## src/rtl/uart_tx_fifo.sv

```systemverilog
// rtl/uart_tx_fifo.sv - 8N1 UART transmitter draining a byte FIFO back-to-back
// Bytes queue through a valid/ready port; the FSM pops one per frame with no idle gap between frames.

module uart_tx_fifo_buf #(
    parameter int DEPTH  = 16,
    parameter int ADDR_W = 4
) (
    input  logic              clk,
    input  logic              rst_n,
    input  logic              push,
    input  logic              pop,
    input  logic [7:0]        wdata,
    output logic [7:0]        rdata,
    output logic [ADDR_W:0]   count
);
    localparam logic [ADDR_W-1:0] PTR_ONE = (ADDR_W)'(1);
    localparam logic [ADDR_W:0]   CNT_ONE = (ADDR_W+1)'(1);

    logic [7:0]        mem_q [DEPTH];
    logic [ADDR_W-1:0] wr_ptr_q, wr_ptr_d;
    logic [ADDR_W-1:0] rd_ptr_q, rd_ptr_d;
    logic [ADDR_W:0]   count_q, count_d;

    // Pointers are ADDR_W bits wide, so they wrap modulo DEPTH on their own.
    always_comb begin
        wr_ptr_d = wr_ptr_q;
        rd_ptr_d = rd_ptr_q;
        count_d  = count_q;
        if (push) begin
            wr_ptr_d = wr_ptr_q + PTR_ONE;
        end
        if (pop) begin
            rd_ptr_d = rd_ptr_q + PTR_ONE;
        end
        case ({push, pop})
            2'b10:   count_d = count_q + CNT_ONE;
            2'b01:   count_d = count_q - CNT_ONE;
            default: count_d = count_q;
        endcase
    end

    always_ff @(posedge clk or negedge rst_n) begin
        if (!rst_n) begin
            wr_ptr_q <= '0;
            rd_ptr_q <= '0;
            count_q  <= '0;
        end else begin
            wr_ptr_q <= wr_ptr_d;
            rd_ptr_q <= rd_ptr_d;
            count_q  <= count_d;
        end
    end

    always_ff @(posedge clk) begin
        if (push) begin
            mem_q[wr_ptr_q] <= wdata;
        end
    end

    assign rdata = mem_q[rd_ptr_q];
    assign count = count_q;
endmodule

module uart_tx_fifo #(
    parameter int BPS         = 115200,
    parameter int SYS_CLK_FRE = 100_000_000,
    parameter int FIFO_DEPTH  = 16,
    parameter int ADDR_W      = 4
) (
    input  logic              sys_clk,
    input  logic              sys_rst_n,
    input  logic [7:0]        tx_data,
    input  logic              tx_valid,
    output logic              tx_ready,
    output logic              uart_txd,
    output logic              tx_busy,
    output logic [ADDR_W:0]   fifo_count
);
    localparam int              BPS_CNT    = SYS_CLK_FRE / BPS;
    localparam logic [15:0]     CNT_LAST   = 16'(BPS_CNT - 1);
    localparam logic [ADDR_W:0] FULL_COUNT = (ADDR_W+1)'(FIFO_DEPTH);

    typedef enum logic [1:0] {
        IDLE  = 2'd0,
        START = 2'd1,
        DATA  = 2'd2,
        STOP  = 2'd3
    } state_t;

    state_t      state_q, state_d;
    logic [15:0] clk_cnt_q, clk_cnt_d;
    logic [2:0]  bit_idx_q, bit_idx_d;
    logic [7:0]  shift_q, shift_d;
    logic        txd_q, txd_d;

    logic        push;
    logic        pop;
    logic [7:0]  fifo_rdata;
    logic [ADDR_W:0] count;
    logic        fifo_nonempty;
    logic        cnt_done;

    assign tx_ready      = (count != FULL_COUNT);
    assign push          = tx_valid && tx_ready;
    assign fifo_nonempty = (count != '0);
    assign cnt_done      = (clk_cnt_q == CNT_LAST);

    uart_tx_fifo_buf #(
        .DEPTH  (FIFO_DEPTH),
        .ADDR_W (ADDR_W)
    ) u_fifo (
        .clk   (sys_clk),
        .rst_n (sys_rst_n),
        .push  (push),
        .pop   (pop),
        .wdata (tx_data),
        .rdata (fifo_rdata),
        .count (count)
    );

    always_ff @(posedge sys_clk or negedge sys_rst_n) begin
        if (!sys_rst_n) begin
            state_q <= IDLE;
        end else begin
            state_q <= state_d;
        end
    end

    always_comb begin
        state_d = state_q;
        case (state_q)
            IDLE:    if (fifo_nonempty) state_d = START;
            START:   if (cnt_done) state_d = DATA;
            DATA:    if (cnt_done && (bit_idx_q == 3'd7)) state_d = STOP;
            STOP:    if (cnt_done) state_d = fifo_nonempty ? START : IDLE;
            default: state_d = IDLE;
        endcase
    end

    // A pop always coincides with loading the shift register and dropping the line for the start bit.
    always_comb begin
        clk_cnt_d = clk_cnt_q;
        bit_idx_d = bit_idx_q;
        shift_d   = shift_q;
        txd_d     = txd_q;
        pop       = 1'b0;
        case (state_q)
            IDLE: begin
                txd_d     = 1'b1;
                clk_cnt_d = '0;
                if (fifo_nonempty) begin
                    pop     = 1'b1;
                    shift_d = fifo_rdata;
                    txd_d   = 1'b0;
                end
            end
            START: begin
                if (cnt_done) begin
                    clk_cnt_d = '0;
                    bit_idx_d = '0;
                    txd_d     = shift_q[0];
                end else begin
                    clk_cnt_d = clk_cnt_q + 16'd1;
                end
            end
            DATA: begin
                if (cnt_done) begin
                    clk_cnt_d = '0;
                    if (bit_idx_q != 3'd7) begin
                        bit_idx_d = bit_idx_q + 3'd1;
                        txd_d     = shift_q[bit_idx_d];
                    end else begin
                        txd_d = 1'b1;
                    end
                end else begin
                    clk_cnt_d = clk_cnt_q + 16'd1;
                end
            end
            STOP: begin
                if (cnt_done) begin
                    clk_cnt_d = '0;
                    txd_d     = 1'b1;
                    if (fifo_nonempty) begin
                        pop     = 1'b1;
                        shift_d = fifo_rdata;
                        txd_d   = 1'b0;
                    end
                end else begin
                    clk_cnt_d = clk_cnt_q + 16'd1;
                end
            end
            default: begin
                txd_d     = 1'b1;
                clk_cnt_d = '0;
            end
        endcase
    end

    always_ff @(posedge sys_clk or negedge sys_rst_n) begin
        if (!sys_rst_n) begin
            clk_cnt_q <= '0;
            bit_idx_q <= '0;
            shift_q   <= '0;
            txd_q     <= 1'b1;
        end else begin
            clk_cnt_q <= clk_cnt_d;
            bit_idx_q <= bit_idx_d;
            shift_q   <= shift_d;
            txd_q     <= txd_d;
        end
    end

    assign uart_txd   = txd_q;
    assign tx_busy    = (state_q != IDLE) || fifo_nonempty;
    assign fifo_count = count;
endmodule
```

## config.mk

```make
export PLATFORM = sky130hd
export DESIGN_NAME = uart_tx_fifo
export DESIGN_NICKNAME = d
export VERILOG_FILES = /design/src/rtl/uart_tx_fifo.sv
export SDC_FILE = /design/constraint.sdc
export NUM_CORES = 1
export LEC_CHECK = 0
export CAP_MARGIN = 15
export CORE_MARGIN = 2
export CORE_UTILIZATION = 35
export DETAILED_ROUTE_END_ITERATION = 16
export PLACE_DENSITY = 0.5
export SETUP_SLACK_MARGIN = 0.15
export SLEW_MARGIN = 40
export SYNTH_ARGS = -nofsm -noshare
export SYNTH_HDL_FRONTEND = slang
export SYNTH_SLANG_ARGS = --single-unit
```

## constraint.sdc

```tcl
create_clock -name sys_clk -period 3.79 [get_ports sys_clk]
set_clock_uncertainty 0.2 [all_clocks]
set_input_delay 0.758 -clock sys_clk [delete_from_list [all_inputs] [get_ports sys_clk]]
set_output_delay 0.758 -clock sys_clk [all_outputs]
set_load 0.005 [all_outputs]
```

==> impl_metrics.tcl <==
set metrics [dict create \
    design.final.nets 539 \
    tritoncts "yes" \
    chipHeight_um 148 \
    run_status "finished clean" \
    r2r.worst_path.cells 12 \
    io_pins 19 \
    syn-cell-area_um2 7300 \
    cp.required_ns 3.95 \
    worst_slew_margin_rel_pct 47.4 \
    fin_total_pwr_mw 6.27 \
    power_density_nw_per_um2 736 \
    ys_ff_latch 171 \
    timing_max_transition_violations_final 0 \
    drt_drc_violations_left 0 \
    clock_sink_count 171 \
    seq_area_frac_synth_pct 67.4 \
    total_die_area_um2 22000 \
    ctsResizeCount 0 \
    max_slew.worst_pin.slew_ns 0.786 \
    final.min_clock_period_ns 3.41 \
    whs_ns 0.109 \
    crit_path_max_incr_delay_ns 0.42 \
    initial_core_util_pct 35.8 \
    post-route-worst-setup-slack_ns 0.376 \
    dr_total_vias 3992 \
    wl_per_cell_um 18.7 \
    routed_wl_mm 14.8 \
    ant_nets 0 \
    antenna_found_initial 0 \
    grt_pass1_wl_mm 23.9 \
    unrepaired_setup_endpoints_after_global_routing "no" \
    dp_worst_setup_slack_ns 0.320 \
    drt-vias-per-instance 5.02 \
    cts.clk_slew.worst_paths_ns 0.07 \
    tritoncts.num_buffers 17 \
    critPathLaunchType "flip-flop" \
    netlist-cell-type-count 50 \
    synth_top_area_cell "sky130_fd_sc_hd__edfxtp_1" \
    maxCapViolations 0 \
    syn-num-nets 505 \
    power.leakage_nw 3.03 \
    post_route_cells_drive_above_1_share_pct 17.7 \
    post_synth_inst_count 478 \
    cts.repair_timing.setup_buffer_count 0 \
    critical_path_peak_fanout 10 \
    final.fill_count 1828 \
    clock_path_buffers 2 \
    port_buffers 18 \
    drtPass1Iterations 4 \
    max_clock_freq_mhz 293 \
    timing_hold_violations_final 0 \
    synthesis.yosys.warnings 0 \
    grt_start_max_net_pins 44 \
    antenna_cells_inserted 0 \
    hp-class "input port to asynchronous set/reset pin" \
    cells_along_the_critical_path "ha_1, nand3_1, nand4b_4, a2111oi_4, ha_2, xor2_1, ha_1, a21boi_0, o221ai_1, a21o_1, a21oi_1, xor2_1" \
    post_cts_hold_buffer_count 0 \
    worst_setup_path_class "flip-flop to flip-flop" \
    grt_remaining_overflow 0 \
    layout.cells.most_common "sky130_fd_sc_hd__edfxtp_1" \
    timing.final.setup_violations 0 \
    placed_cell_area_um2 7900 \
    max-vdd-ir-drop_v 0.000306 \
    clkLatencyLatePin_ns 0.43 \
    synth_top_area_share_pct 52.7 \
    place_hpwl_mm 9.79 \
    layout_common_cells "sky130_fd_sc_hd__edfxtp_1 (128), sky130_fd_sc_hd__nor2_1 (48), sky130_fd_sc_hd__nand2_1 (43)" \
    grt_pass1_vias 4162 \
    core_um2 20400 \
    synthFlopType "sky130_fd_sc_hd__edfxtp_1" \
    finalWeightedCongestion 0.735 \
    placementRows 52 \
    groute.usage.overall_pct 14.7 \
    ctsHtreeMaxLevel 4 \
    postSynthAreaPerCell_um2 15.3 \
    fin_setup_tns_ns 0 \
    crit_path_end_kind "flip-flop" \
    arrival_ns 3.57 \
    synth.top_cells.by_area "sky130_fd_sc_hd__edfxtp_1 (53%), sky130_fd_sc_hd__dfrtp_1 (14%), sky130_fd_sc_hd__mux4_2 (8.0%)" \
    synth-async-reset-ratio_pct 25.1 \
    die_x_um 148 \
    area_growth_pct 16.6 \
    layout.cell_area.non_filler_um2 8510 \
    drt_iter0_drc 288 \
    final_min_period_over_clock_period_pct 90.1 \
    crit_path_top_delay_cell "sky130_fd_sc_hd__a2111oi_4" \
    synth_enable_flop_cells 128 \
    cts_root_buffer "sky130_fd_sc_hd__clkbuf_16" \
]
-- layer usage --
metal	vias to the layer above	routed length (um)	track usage, %
met2	62	7040	22.8
met3	18	408	2.94
met5	-	0	0
li1	1866	-	-
met4	0	223	5.00
met1	2046	7160	20.6
-- critical path: cells and delay by family, from the launching register on --
family / cells / cell delay (ns)
DFF: 1 / 0.39
xor gates and xnor gates: 2 / 0.32
adders and majority gates: 3 / 0.81
and+or+nand+nor: 2 / 0.44
AOI/OAI and AO/OA: 5 / 1.17
-- flip-flops by register name, indices dropped and copies added (netlist names) --
signal / cells
clk_cnt_q: 16
u_fifo.count: 5
u_fifo.mem_q: 128
state_q: 2
u_fifo.wr_ptr_q: 4
shift_q: 8
bit_idx_q: 3
u_fifo.rd_ptr_q: 4
uart_txd: 1
-- power breakdown --
part           leakage, nW  switching [mW]  internal, mW
Combinational         1.04           0.997         0.883
Clock                0.294           0.828         0.953
Sequential            1.70           0.291          2.31
Total                 3.03            2.12          4.15
-- cell type report --
| type | count | area, um^2 | area share [%] |
|---|---|---|---|
| clock buffer | 17 | 425 | 5.00 |
| clock inverter | 15 | 188 | 2.20 |
| inverter | 10 | 37.5 | 0.441 |
| multi-input combinational | 273 | 2240 | 26.3 |
| sequential | 171 | 4920 | 57.8 |
| tap | 270 | 338 | 3.97 |
| timing repair buffer | 39 | 360 | 4.23 |
-- worst paths after layout --
| kind | start | end | slack, ns |
|---|---|---|---|
| min in group sys_clk | clk_cnt_q[0]$_DFF_PN0_ | clk_cnt_q[0]$_DFF_PN0_ | 0.29 |
| max in group asynchronous | sys_rst_n | u_fifo.rd_ptr_q[2]$_DFFE_PN0P_ | 2.86 |
| worst max register to register | clk_cnt_q[0]$_DFF_PN0_ | u_fifo.count[4]$_DFFE_PN0P_ | 0.38 |
| worst max-delay path | clk_cnt_q[0]$_DFF_PN0_ | u_fifo.count[4]$_DFFE_PN0P_ | 0.38 |
| worst min register to register | clk_cnt_q[0]$_DFF_PN0_ | clk_cnt_q[0]$_DFF_PN0_ | 0.29 |
| worst min-delay path | sys_rst_n | u_fifo.count[3]$_DFFE_PN0P_ | 0.11 |
-- metrics by stage --
stage	instances	util, %
after global routing	795	41.8
after global placement	763	38.8
after floorplan	478	-
after detailed placement	763	38.8
after CTS	795	41.8
final	795	41.8
-- cells by family (layout without fill, tap and decap cells) --
group | Yosys count | count (layout) | synth area share, %
mux | 47 | 47 | 11.0
flops | 171 | 171 | 67.4
fa+ha+maj | 16 | 16 | 2.74
buf+inv | 34 | 81 | 1.89
simple gates | 127 | 127 | 8.31
compound gates | 57 | 57 | 5.52
xor+xnor | 26 | 26 | 3.12
-- Yosys cell counts (all sizes together), types with 2 or more instances --
master and count:
nand3 7, a21oi 18, edfxtp 128, o31ai 4, a221oi 2, a22o 3
xnor2 14, a211oi 2, mux2i 16, xor2 12, and3 3, a22oi 2
nor2b 4, nand2 43, a31oi 7, nand4 3, mux4 26, nor4 4
nand2b 3, a21o 4, nor2 48, dfrtp 42, o21ai 4, buf 11
inv 10, mux2 5, nor3 7, clkbuf 13, ha 16
No activity file was read; power rests on OpenSTA's default activity.
